## src/rtl/msg_display_pkg.sv

```systemverilog
// Shared types and constants for the rotating message display.
// Anode patterns are active-low; digit 0 is the leftmost digit.
package msg_display_pkg;

  localparam int MSG_LEN_DEF = 16;

  typedef logic [1:0] digit_t;
  typedef logic [3:0] nibble_t;

  typedef enum logic {
    RUN,
    LOAD
  } state_t;

  localparam nibble_t ANODE_BLANK = 4'b1111;
  localparam nibble_t AN_DIG0     = 4'b0111;
  localparam nibble_t AN_DIG1     = 4'b1011;
  localparam nibble_t AN_DIG2     = 4'b1101;
  localparam nibble_t AN_DIG3     = 4'b1110;

  function automatic nibble_t default_msg(
    input int i
  );
    return nibble_t'(i % 16);
  endfunction

  function automatic nibble_t an_of(
    input digit_t d
  );
    nibble_t a;
    a = ANODE_BLANK;
    unique case (1'b1)
      (d == 2'd0): a = AN_DIG0;
      (d == 2'd1): a = AN_DIG1;
      (d == 2'd2): a = AN_DIG2;
      (d == 2'd3): a = AN_DIG3;
    endcase
    return a;
  endfunction

  // offset < len and digit <= 3 < len, so a single subtract wraps
  function automatic logic [3:0] wrap_idx(
    input logic [3:0] off,
    input digit_t     d,
    input int         len
  );
    logic [4:0] s;
    s = {1'b0, off} + {3'b000, d};
    if (s >= 5'(len)) s = s - 5'(len);
    return s[3:0];
  endfunction

endpackage

```

## src/rtl/msg_rotate_scan_ctrl_scan_tick_gen.sv

```systemverilog
// Digit slot timer: counts 0..DIGIT_CYCLES-1 and flags the last cycle.
// clr holds the counter at zero and masks the tick.
module scan_tick_gen #(
  parameter int DIGIT_CYCLES = 50000,
  parameter int CW = (DIGIT_CYCLES > 1) ?
                     $clog2(DIGIT_CYCLES) : 1
) (
  input  logic          clk,
  input  logic          reset,
  input  logic          clr,
  output logic          digit_tick,
  output logic [CW-1:0] cnt
);

  logic last;

  assign last = (cnt == CW'(DIGIT_CYCLES - 1));
  assign digit_tick = last && !clr;

  // slot counter, wraps at the end of each digit slot
  always_ff @(posedge clk or negedge reset) begin
    if (!reset) begin
      cnt <= '0;
    end else if (clr || last) begin
      cnt <= '0;
    end else begin
      cnt <= cnt + CW'(1);
    end
  end

endmodule

```

## src/rtl/msg_rotate_scan_ctrl.sv

```systemverilog
// 4-digit multiplexed display sequencer with rotating message window.
// Optional anode dead time: define MSG_ROTATE_ANODE_DEADTIME_EN.
module msg_rotate_scan_ctrl
  import msg_display_pkg::*;
#(
  parameter int MSG_LEN      = MSG_LEN_DEF,
  parameter int DIGIT_CYCLES = 50000,
  parameter int ROT_FRAMES   = 250,
  parameter int DEAD_CYCLES  = 8
) (
  input  logic       clk,
  input  logic       reset,
  input  logic       load_start,
  input  logic       load_valid,
  input  logic [3:0] load_data,
  output logic       load_ready,
  output logic [3:0] an,
  output logic [3:0] char,
  output logic       rot_tick
);

  localparam int CW = (DIGIT_CYCLES > 1) ?
                      $clog2(DIGIT_CYCLES) : 1;
  localparam int FW = (ROT_FRAMES > 1) ?
                      $clog2(ROT_FRAMES) : 1;

  if (DEAD_CYCLES >= DIGIT_CYCLES) begin : g_bad_dead
    $error("DEAD_CYCLES must be below DIGIT_CYCLES");
  end

  state_t        state;
  digit_t        digit;
  logic [FW-1:0] frame;
  logic [3:0]    offset;
  logic [3:0]    wr_ptr;
  nibble_t       msg [MSG_LEN];

  logic          scan_clr;
  logic          digit_tick;
  logic [CW-1:0] cnt;
  logic          frame_end;
  logic          rotate;
  logic          accept;
  logic          last_nib;
  logic [3:0]    off_next;
  nibble_t       slot_an;

  assign scan_clr  = (state == LOAD) || load_start;
  assign frame_end = digit_tick && (digit == 2'd3);
  assign rotate    = frame_end &&
                     (frame == FW'(ROT_FRAMES - 1));
  assign accept    = (state == LOAD) &&
                     load_valid && load_ready;
  assign last_nib  = (wr_ptr == 4'(MSG_LEN - 1));
  assign off_next  = (offset == 4'(MSG_LEN - 1)) ?
                     4'd0 : offset + 4'd1;

`ifdef MSG_ROTATE_ANODE_DEADTIME_EN
  assign slot_an = (cnt < CW'(DEAD_CYCLES)) ?
                   ANODE_BLANK : an_of(digit);
`else
  assign slot_an = an_of(digit);
`endif

  scan_tick_gen #(
    .DIGIT_CYCLES (DIGIT_CYCLES),
    .CW           (CW)
  ) u_tick (
    .clk        (clk),
    .reset      (reset),
    .clr        (scan_clr),
    .digit_tick (digit_tick),
    .cnt        (cnt)
  );

  // scan/rotate sequencing, reload handling and registered outputs
  always_ff @(posedge clk or negedge reset) begin
    if (!reset) begin
      state      <= RUN;
      digit      <= '0;
      frame      <= '0;
      offset     <= '0;
      wr_ptr     <= '0;
      for (int i = 0; i < MSG_LEN; i++) begin
        msg[i] <= default_msg(i);
      end
      an         <= ANODE_BLANK;
      char       <= 4'h0;
      load_ready <= 1'b0;
      rot_tick   <= 1'b0;
    end else begin
      rot_tick <= 1'b0;
      unique case (1'b1)
        (state == RUN): begin
          if (load_start) begin
            state      <= LOAD;
            an         <= ANODE_BLANK;
            load_ready <= 1'b1;
            wr_ptr     <= '0;
            digit      <= '0;
            frame      <= '0;
          end else begin
            an   <= slot_an;
            char <= msg[wrap_idx(offset, digit, MSG_LEN)];
            if (digit_tick) digit <= digit + 2'd1;
            if (frame_end) begin
              frame <= rotate ? '0 : frame + FW'(1);
            end
            if (rotate) begin
              offset   <= off_next;
              rot_tick <= 1'b1;
            end
          end
        end
        (state == LOAD): begin
          an <= ANODE_BLANK;
          if (accept) begin
            msg[wr_ptr] <= load_data;
            if (last_nib) begin
              state      <= RUN;
              load_ready <= 1'b0;
              wr_ptr     <= '0;
              offset     <= '0;
              frame      <= '0;
              digit      <= '0;
            end else begin
              wr_ptr <= wr_ptr + 4'd1;
            end
          end
        end
      endcase
    end
  end

endmodule

```

## config.mk

```make
export PLATFORM = sky130hd
export DESIGN_NAME = msg_rotate_scan_ctrl
export DESIGN_NICKNAME = d
export VERILOG_FILES = /design/src/rtl/msg_display_pkg.sv /design/src/rtl/msg_rotate_scan_ctrl_scan_tick_gen.sv /design/src/rtl/msg_rotate_scan_ctrl.sv
export SDC_FILE = /design/constraint.sdc
export NUM_CORES = 1
export LEC_CHECK = 0
export ABC_AREA = 0
export CORE_MARGIN = 4
export CORE_UTILIZATION = 48
export DETAILED_ROUTE_END_ITERATION = 16
export HOLD_SLACK_MARGIN = 0.15
export SLEW_MARGIN = 10
export SYNTH_ARGS = -nofsm -noshare
export SYNTH_HDL_FRONTEND = slang
export SYNTH_SLANG_ARGS = --single-unit
```

## constraint.sdc

```tcl
create_clock -name clk -period 5.9 [get_ports clk]
set_input_delay 1.18 -clock clk [delete_from_list [all_inputs] [get_ports clk]]
set_output_delay 1.18 -clock clk [all_outputs]
set_load 0.02 [all_outputs]
```

-- After elaboration in Yosys (flattened, before gate mapping)
Index checks and enable logic that the tools add are counted.
- input port bits: 8
- register bits: 109
- output and inout bits: 10
- $add $sub $neg: 7
- muxes and demuxes: 45
- bitwise gates (word level): 4
- equality and inequality tests: 14
- $lt $le $gt $ge: 4
- reductions and logical operators: 17
- operator list (cell ; number):
    bitwise mux 64 bit ; 1
    2-to-1 mux 4 bit ; 15
    2-to-1 mux 8 bit ; 5
    case mux 4 bit (2 select lines) ; 3
    adder 16 x 1 -> 16 bit, second input constant ; 1
    binary-select mux 4 bit (select 4 bit) ; 1
    demux 4 bit (select 4 bit) ; 1
    == test 16 bit, second input constant ; 1
    2-to-1 mux 16 bit ; 1
    case mux 4 bit (4 select lines) ; 1
    case mux 8 bit (2 select lines) ; 1
    >= comparator 5 bit, second input constant ; 3
    inverter 4 -> 5 bit ; 2
    2-to-1 mux 1 bit ; 9
    AND reduction 3 bit ; 3
    adder 4 x 1 -> 4 bit, second input constant ; 2
    adder 8 x 1 -> 8 bit, second input constant ; 1
    == test 4 bit, second input constant ; 2
    == test 8 bit, second input constant ; 1
    2-to-1 mux 2 bit ; 4
    logical AND 1 bit ; 6
    inequality test 2 bit, second input constant ; 3
    inequality test 3 bit, second input constant ; 2
    AND reduction 2 bit ; 3
    other kinds (14) ; 19

-- Longest topological paths before layout
Gate-level depths: netlist (run 1).
- word-level depth: 9
- mapped depth: 9

-- Cells and area by module
A second synthesis (run 1) with hierarchy kept.
- cell total of the unflattened synthesis: 422
- area, all modules: 5375.2 µm²
- by module, submodules not included (module ; cells each ; area an instance (µm²) ; instances ; sequential area each (µm²)):
    msg_rotate_scan_ctrl ; 340 ; 4533.1 ; 1 ; 2372.3
    scan_tick_gen ; 82 ; 842.1 ; 1 ; 400.4

-- Worst setup path before layout (run 1)
OpenSTA, ideal clock, no wires.
- path kind: flip-flop to flip-flop
- from: register digit[0]
- to: register char[1]
- required time: 5.774 ns
- cell stages (with the launch flop): 9
- arrival time: 2.463 ns
- library setup time: 0.126 ns
- buffers on the path: 2
- path slack: 3.311 ns
- cell sequence: dfrtp_1 ha_1 inv_1 fa_1 buf_1 buf_2 mux4_2 mux2_2 a221o_1
- word-level cells in the longest chain between the ends: 9
- elaborated cells between the ends (all ways): 10
- classes of those cells: add/sub (2); order compare (1); mux (6); bitwise (1)
- ends and longest elaborated chain (element ; RTL line ; RTL):
    from (decl) ; msg_rotate_scan_ctrl.sv:32 ; digit_t digit;
    from (signal assigned) ; msg_rotate_scan_ctrl.sv:105 ; if (digit_tick) digit <= digit + 2'd1;
    adder 4 x 2 -> 5 bit * ; msg_display_pkg.sv:48 ; s = {1'b0, off} + {3'b000, d};
    subtractor 4 x 1 -> 4 bit / >= comparator 5 bit (equally long branches) ; msg_display_pkg.sv:49 ; if (s >= 5'(len)) s = s - 5'(len);
    2-to-1 mux 4 bit * ; msg_display_pkg.sv:49 ;
    2-to-1 mux 4 bit * ; msg_rotate_scan_ctrl.sv:95 ; if (load_start) begin
    2-to-1 mux 4 bit * ; msg_rotate_scan_ctrl.sv:93 ; unique case (1'b1)
    inverter 4 -> 5 bit (not written as such) * ; msg_rotate_scan_ctrl.sv:104 ; char <= msg[wrap_idx(offset, digit, MSG_LEN)];
    binary-select mux 4 bit (select 4 bit) * ; msg_rotate_scan_ctrl.sv:104 ;
    2-to-1 mux 4 bit (not written as such) * (2 in a row) ; msg_rotate_scan_ctrl.sv:104 ;
    to (signal assigned) ; msg_rotate_scan_ctrl.sv:104 ;
    to (decl) ; msg_rotate_scan_ctrl.sv:18 ; output logic [3:0] char,
Every way passes the cells marked *; elsewhere a longest branch is shown, timed or not. The select of a mux whose other input is x is not followed.
A chain may end at the register's enable or synchronous reset.

-- Final worst setup path (run 1)
- from: register digit[0]
- to: register char[2]
The elaborated chain is that of the path after synthesis.

==> flow_summary.yaml, run 1 <==
outcome:
  status: "finished, final reports clean"
sta:
  slew_headroom_pct: 29.82
  setup_tns_ps: 0
  tightestPinTransition_ps: 1053
  setup_viol: 0
  hold_violations: 0
  max_freq_mhz: 328.6
  period_needed_ps: 3043
  drv_slew: 0
  rsz0062_at_grt: "no"
  skew_ps: 8.419
  fin_crit_sh_pct: 51.58
logic_synthesis:
  synthAdderAreaFrac_pct: 3.890
  ys_seq_area_share_pct: 51.93
  ys_top_cells_by_count: "dfrtp_1, mux2_2, nor2_1, dfstp_2, nand2_1"
  synthCells: 418
  synth_cell_types: 59
  yosys_most_used_dff: "dfrtp_1"
  async_flop_share_pct: 100.0
  synth_top_cell_area_share_pct: 34.22
  yosys-top-cells-area: "dfrtp_1, dfstp_2, mux2_2"
  synth-simple-area-share_pct: 11.58
  synth_xor_xnor_area_share_pct: 3.094
  synth-compound-area-share_pct: 4.945
  syn_nets: 442
  synth_top_family_by_area: "multiplexers"
  synth_area_leader_cell: "dfrtp_1"
  yosys_warnings: 0
  synth_seq_cells: 109
  synth_most_common_cell: "dfrtp_1"
  synth-edff-count: 0
  synth.cell_area_sq_um: 5339
  syn_area_per_cell_sq_um: 12.77
  synth_mux_area_share_pct: 22.03
cts:
  root_buffer: "clkbuf_8"
  cts.sinks: 109
  clockBufferDepth: 2
  cts_tree: "yes"
  cts_resized: 0
  cts_inserted_buffers: 9
  clk_latency_ps: 380
  cts_hold_buf: 0
  htree_levels: 3
  post-cts-setup-buffers: 0
  clk_pin_slew_ps: 100
finish:
  diodes: 0
  layout.cells.non_filler: 576
  area_delta_synth_final_pct: 8.859
  drive_above_1_share_pct: 32.80
  layout.nets: 455
  fill_cells: 941
  post-route-util_pct: 53.61
pwr:
  pwr-share-seq_pct: 52.3
  power.switching_uw: 646.7
  leakage_uw: 0.002400
  cellInternalPower_uw: 1587
  p_sw_share_pct: 28.95
  power_frac_clock_pct: 20.5
  vdd_drop_max_mv: 0.2699
  comb_power_share_pct: 27.2
  powerDensity_nw_per_um2: 384.4
place:
  place.detailed.hpwl_microns: 7209
  placed_cells: 560
  place.gp.congestion: 0.8308
  io_buffers: 17
routing:
  remaining_drc_errors: 0
  routed_via_density: 5.609
  detail-route-antenna-nets: 0
  avgRoutedWirePerCell_microns: 17.93
  wl_microns: 10330
  drt_iter0_drc: 210
  route.vias.total: 3231
  drt-pass1-iter-count: 5
floorplan:
  die_y_microns: 113.5
  core.rowCount: 38
  start_util_pct: 49.25
  ios: 18
  die_w_microns: 113.5
  die_area_sq_um: 12870
  coreArea_sq_um: 10840
critical_path:
  path_cells: "ha_1, inv_1, fa_1, mux4_2, mux2i_1, nor4_1, a221o_1"
  startpoint: "digit[0]"
  worstSetupPathType: "reg -> reg"
  cp-start-kind: "register"
  rr_worst_depth: 7
  slowest_delay_ps: 1080
  rr_startpoint: "digit[0]"
  crit_end: "char[2]"
  cp-end-kind: "register"
  cpMaxStageDelayCell: "fa_1"
  cp_max_fo: 16
  rrSetupSlack_ps: 2860
  crit_arrival_ps: 3320
  required_ps: 6170
  rr_endpoint: "char[2]"
global_route:
  grtUsageTotal_pct: 17.67
  use_met2_pct: 28.43
  met1_usage_pct: 23.65
  globalRouteMet3Util_pct: 5.199
  antenna_found_initial: 0
  grt-ovfl-total: 0
  grt_max_degree: 59
  busiest_layer: "met2"
  grt_pass1_vias: 3378
  grt_pass1_wl_microns: 17780
run:
  drv_cap: 0
min_path:
  worstHoldPathType: "reg -> reg"
[critical path: cells and delay by family, from the launching register on]
kind	cells	cell delay, ps
AOI/OAI and AO/OA	1	270
adders and majority gates	2	1310
buffers and inverters	1	60
DFF	1	500
muxes	2	710
and+or+nand+nor	1	80
[flip-flops by register name (all words and copies together), names as in the netlist, 2 cells and up]
name / flops
an: 4
char: 4
digit: 2
frame: 8
msg: 64
offset: 4
u_tick.cnt: 16
wr_ptr: 4
[power groups by stage]
stage	registers (uW)	clock network (uW)	logic (uW)
final	1170	457	607
after global routing	1200	511	665
after CTS	1170	483	618
after detailed placement	1190	0	615
after global placement	1180	0	601
after floorplan	1150	0	454
[cell type report]
class / instances / area, sq um / area share (%)
well taps: 140 / 175.2 / 3.014
clock inverters: 5 / 60.06 / 1.033
clock buffers: 11 / 141.4 / 2.433
repair buffers: 18 / 175.2 / 3.014
inverters: 15 / 56.30 / 0.9688
flip-flops and latches: 109 / 2773 / 47.71
multi-input cells: 278 / 2431 / 41.83
[through the flow]
step                      instance area (sq um)  hold slack [ps]  total power [uW]  setup slack (ps)
final                                      5812            477.5              2234              2857
after global routing                       5812            496.4              2380              2752
after CTS                                  5812            486.7              2273              2847
after detailed placement                   5610            455.6              1802              2638
after global placement                     5610            447.6              1778              2728
after floorplan                            5339            431.1              1604              3311
[per-layer routing]
metal | vias to the layer above | share of wire (%)
li1 | 1521 | -
met1 | 1657 | 46
met2 | 42 | 49
met3 | 11 | 3.3
met4 | 0 | 2.2
met5 | - | 0
[logic make-up (layout without fill, tap and decap cells)]
logic type / count (synthesis) / after routing
muxes: 89 / 89
and+or+nand+nor: 117 / 117
adders and majority gates: 16 / 16
DFF: 109 / 109
AOI/OAI and AO/OA: 38 / 38
buffers and inverters: 31 / 49
xor gates and xnor gates: 18 / 18
[worst min path at each step]
stage                              from            end  slack, ps  cells after the start
after detailed placement  u_tick.cnt[0]  u_tick.cnt[0]        460                      1
after floorplan           u_tick.cnt[0]  u_tick.cnt[0]        430                      1
after global routing      u_tick.cnt[0]  u_tick.cnt[0]        500                      1
after CTS                 u_tick.cnt[0]  u_tick.cnt[0]        490                      1
after global placement    u_tick.cnt[0]  u_tick.cnt[0]        450                      1
final                     u_tick.cnt[0]  u_tick.cnt[0]        480                      1
[placed cells by master, fill, tap and decap left out, drive strengths merged, types with 9 or more instances in the layout]
| cell type | count |
|---|---|
| clkbuf | 11 |
| mux4 | 16 |
| ha | 15 |
| inv | 15 |
| dfstp | 36 |
| o21ai | 9 |
| nor2 | 40 |
| nand3 | 11 |
| mux2 | 68 |
| xnor2 | 10 |
| nand2 | 22 |
| clkdlybuf4s50 | 16 |
| dfrtp | 73 |
Power figures use the tool's default switching activity.
==> inputs of run 2 (changes only) <==
Settings changed: PLACE_DENSITY set to 0.67.
Clock period 5.9 ns to 2.45 ns, I/O delays scaled along.
==> run 2 against run 1 <==
  * Design area grew 4.6%
  * Sequential cell count stayed put
  * Sequential share of layout area fell by 2.1 points
  * Non-clock buffer count increased by 28
  * Register-to-register slack worse by 2800 ps
  * Clock power rose by 140%
  * Critical path type unchanged
==> flow_summary.yaml, run 2 (synthesis gave the netlist of run 1 again) <==
sta:
  setup_viol: 0
  tightestPinTransition_ps: 643.3
  rsz0062_at_grt: "no"
  drv_slew: 0
  hold_violations: 0
  setup_tns_ps: 0
  slew_headroom_pct: 56.98
  period_needed_ps: 2357
  fin_crit_sh_pct: 96.19
  max_freq_mhz: 424.3
  skew_ps: 7.686
finish:
  fill_cells: 891
  largest_reg_flops: 64
  regMostFlops: "msg"
  seq_area_sq_um: 2773
  layout.cells.non_filler: 604
  final_common_cell: "dfrtp_1"
  diodes: 0
  area_delta_synth_final_pct: 13.90
  layout_common_cells: "dfrtp_1, mux2_2, nor2_1"
  layout.nets: 483
  reg_top3: "msg (64), u_tick.cnt (16), frame (8)"
  design_area_sq_um: 6081
  multiInputGateArea_sq_um: 2455
  post-route-util_pct: 56.09
  drive_above_1_share_pct: 37.50
critical_path:
  rrSetupSlack_ps: 90
  cp_max_fo: 16
  cp-end-kind: "register"
  cp-start-kind: "register"
  worstSetupPathType: "reg -> reg"
  crit_arrival_ps: 2630
  required_ps: 2720
routing:
  drt-pass1-iter-count: 4
  detail-route-antenna-nets: 0
  remaining_drc_errors: 0
  route.vias.total: 3362
  drt_iter0_drc: 219
  wl_microns: 10910
  routed_via_density: 5.566
  avgRoutedWirePerCell_microns: 18.07
cts:
  htree_levels: 3
  root_buffer: "clkbuf_8"
  clk_pin_slew_ps: 100
  cts_inserted_buffers: 9
  clockBufferDepth: 2
  clk_latency_ps: 380
  cts_tree: "yes"
  cts.sinks: 109
global_route:
  grtUsageTotal_pct: 18.58
  grt_max_degree: 49
  grt_pass1_wl_microns: 18620
  antenna_found_initial: 0
  busiest_layer: "met2"
  globalRouteMet3Util_pct: 4.775
  use_met2_pct: 31.29
  grt-ovfl-total: 0
  grt_pass1_vias: 3531
  met1_usage_pct: 23.71
pwr:
  power_frac_clock_pct: 19.8
  powerDensity_nw_per_um2: 906.3
  leakage_uw: 0.002535
  comb_power_share_pct: 28.9
  cellInternalPower_uw: 3904
  pwr-share-seq_pct: 51.2
  vdd_drop_max_mv: 0.6680
  power.switching_uw: 1607
  p_sw_share_pct: 29.17
  finalPower_uw: 5511
place:
  placed_area_sq_um: 5843
  io_buffers: 17
  place.gp.congestion: 0.7622
  placed_cells: 586
  place.detailed.hpwl_microns: 7817
min_path:
  worstHoldPathType: "reg -> reg"
outcome:
  status: "finished, final reports clean"
floorplan:
  die_w_microns: 113.5
  die_y_microns: 113.5
  core.rowCount: 38
  coreArea_sq_um: 10840
  die_area_sq_um: 12870
  ios: 18
  start_util_pct: 49.25
run:
  drv_cap: 0
run 2: cell count changes in the layout (fill, tap and decap cells not counted), sizes merged:
| cell | before | now |
|---|---|---|
| dlygate4sd3 | 0 | 1 |
| inv | 15 | 16 |
| buf | 2 | 29 |
| clkinvlp | 1 | 0 |
| clkinv | 3 | 1 |
| bufinv | 1 | 0 |
| clkbuf | 11 | 14 |
run 2: metal layers:
layer | share of wire (%) | vias up
met5 | 0 | -
met4 | 1.4 | 0
met3 | 2.5 | 12
met2 | 50 | 29
met1 | 46 | 1743
li1 | - | 1578
run 2: worst max-delay path: stages (launching register included):
cell and delay (ps):
dfrtp_1 380, ha_2 180, inv_1 50, fa_2 560
buf_12 170, mux4_2 320, mux2_2 280, a221o_1 310
run 2: what timing repair did:
action / CTS / global route
hold buffers: 1 / 0
hold endpoints to repair: 19 / 0
buffers inserted: 0 / 1
endpoints found under the setup margin: 0 / 4
resized for setup: 0 / 7
run 2: through the flow:
step	setup WS (ps)	hold slack [ps]
after CTS	82.45	464.4
after global placement	66.76	420.8
after global routing	3.371	497.9
after detailed placement	75.97	424.0
after floorplan	34.29	194.4
final	93.42	461.1
run 2: worst paths after layout:
path,from,cells past startpoint,end
min in group asynchronous,reset,2,u_tick.cnt[10]
max in group asynchronous,reset,3,msg[38]
worst max register to register,offset[0],7,char[3]
worst max-delay path,offset[0],7,char[3]
worst min-delay path,u_tick.cnt[0],1,u_tick.cnt[0]
worst min register to register,u_tick.cnt[0],1,u_tick.cnt[0]
run 2: final cells by class:
cell class	count	share of cell area, %
clock buffer	14	3.045
clock inverter	2	0.1852
inverter	15	0.9259
multi-input combinational	278	40.37
sequential	109	45.60
tap	140	2.881
timing repair buffer	46	6.996
run 2: power groups by stage:
| stage | clock (uW) | sequential (uW) | combinational [uW] |
|---|---|---|---|
| after floorplan | 0 | 2770 | 1100 |
| after global placement | 0 | 2820 | 1520 |
| after detailed placement | 0 | 2860 | 1560 |
| after CTS | 1130 | 2830 | 1570 |
| after global routing | 1200 | 2900 | 1750 |
| final | 1090 | 2820 | 1590 |
==> inputs of run 3 (changes only) <==
Settings changed: REMOVE_ABC_BUFFERS set to 1.
==> run 3 against run 2 <==
  * Clock skew grew 8.3 ps
  * Sequential power is essentially flat
  * Non-clock buffer count shrank 2
  * Critical path depth grew 1
  * Cell count shrank 0.33%
  * Global-route usage shrank 1.2 points
  * Clock power is essentially flat
  * First-iteration DRC count shrank 10%
  * Combinational power shrank 4%
  * Utilization shrank 0.32 points
  * Clock-buffer cell count shrank 3
  * Largest cell class unchanged
  * Largest power group unchanged
  * Highest routed layer unchanged
==> flow_summary.yaml, run 3 (synthesis gave the netlist of run 1 again) <==
min_path:
  worstHoldPathType: "reg -> reg"
cts:
  post-cts-setup-buffers: 0
  clockBufferDepth: 2
  clk_latency_ps: 380
  clk_pin_slew_ps: 100
  cts_tree: "yes"
  cts_inserted_buffers: 9
  htree_levels: 3
  cts_hold_buf: 1
  root_buffer: "clkbuf_8"
  cts_resized: 0
  cts.sinks: 109
finish:
  layout.cells.non_filler: 602
  area_delta_synth_final_pct: 13.24
  layout.nets: 481
  seq_area_sq_um: 2773
  regMostFlops: "msg"
  multiInputGateArea_sq_um: 2431
  final_common_cell: "dfrtp_1"
  reg_top3: "msg (64), u_tick.cnt (16), frame (8)"
  diodes: 0
  drive_above_1_share_pct: 36.58
  fill_cells: 905
  layout_common_cells: "dfrtp_1, mux2_2, nor2_1"
  largest_reg_flops: 64
critical_path:
  crit_arrival_ps: 2600
  cp-start-kind: "register"
  cp_max_fo: 16
  worstSetupPathType: "reg -> reg"
  cp-end-kind: "register"
  required_ps: 2710
pwr:
  powerDensity_nw_per_um2: 902.4
  leakage_uw: 0.002549
  finalPower_uw: 5456
  vdd_drop_max_mv: 0.7073
sta:
  period_needed_ps: 2340
  hold_violations: 0
  skew_ps: 15.99
  fin_crit_sh_pct: 95.53
  setup_ws_ps: 109.5
  rsz0062_at_grt: "no"
  drv_slew: 0
  tightestPinTransition_ps: 625.9
  slew_headroom_pct: 58.15
  setup_viol: 0
  max_freq_mhz: 427.3
  hold_slack_ps: 469.7
floorplan:
  start_util_pct: 49.25
  die_w_microns: 113.5
  core.rowCount: 38
  die_y_microns: 113.5
  coreArea_sq_um: 10840
  ios: 18
  die_area_sq_um: 12870
place:
  place.detailed.hpwl_microns: 7604
  place_worst_setup_slack_ps: 75.27
  place.gp.congestion: 0.8103
  io_buffers: 17
  placed_cells: 585
routing:
  wl_microns: 10470
  routed_via_density: 5.551
  remaining_drc_errors: 0
  avgRoutedWirePerCell_microns: 17.38
  drt-pass1-iter-count: 4
  detail-route-antenna-nets: 0
  drt_iter0_drc: 197
  route.vias.total: 3342
global_route:
  grt-ovfl-total: 0
  grt_max_degree: 50
  grtUsageTotal_pct: 17.33
  grt_pass1_wl_microns: 17550
  grt_pass1_vias: 3391
  antenna_found_initial: 0
run:
  drv_cap: 0
outcome:
  status: "finished, final reports clean"
run 3: cell count changes in the layout (fill, tap and decap cells not counted), sizes merged:
| cell | delta |
|---|---|
| clkbuf | -3 |
| buf | -2 |
| inv | +2 |
| clkinv | +1 |
run 3: metal layers:
metal  wire length, microns  global-route usage [%]
met3                    289                   3.873
met4                    107                   4.888
met2                   5334                   29.64
met1                   4734                   22.25
met5                      0                       0
run 3: worst max-delay path, stage by stage (launching register included):
cell and delay (ps):
dfrtp_1 380, ha_1 170, inv_1 50, fa_1 540, buf_12 170, mux4_2 320, mux2i_1 260, nor4_1 80
a221o_1 260
run 3: metrics by stage:
stage | util [%] | area [sq um] | setup TNS, ps
global placement | 53.83 | 5836 | 0
floorplan | - | 5260 | -245.5
detailed placement | 53.83 | 5836 | 0
finish | 55.77 | 6046 | 0
global route | 55.77 | 6046 | 0
CTS | 55.77 | 6046 | 0
run 3: worst paths after layout:
kind | from | slack [ps] | endpoint | cells past startpoint
hold reg to reg | u_tick.cnt[0] | 470 | u_tick.cnt[0] | 1
min in group asynchronous | reset | 570 | rot_tick | 2
setup / recovery | digit[0] | 110 | char[1] | 8
max in group asynchronous | reset | 1230 | msg[17] | 3
setup reg to reg | digit[0] | 110 | char[1] | 8
hold / removal | u_tick.cnt[0] | 470 | u_tick.cnt[0] | 1
run 3: power breakdown:
| part | total (uW) | internal (uW) | switching (uW) | leakage, uW |
|---|---|---|---|---|
| Clock | 1080 | 448 | 637 | 0.000104 |
| Sequential | 2840 | 2490 | 349 | 0.00133 |
| Combinational | 1530 | 888 | 646 | 0.00111 |
| Total | 5460 | 3820 | 1630 | 0.00255 |
run 3: final cells by class:
cell class | instances | area share (%)
tap | 140 | 2.897
multi-input combinational | 278 | 40.21
clock buffer | 11 | 2.504
sequential | 109 | 45.86
inverter | 15 | 0.9313
clock inverter | 5 | 0.8071
timing repair buffer | 44 | 6.788
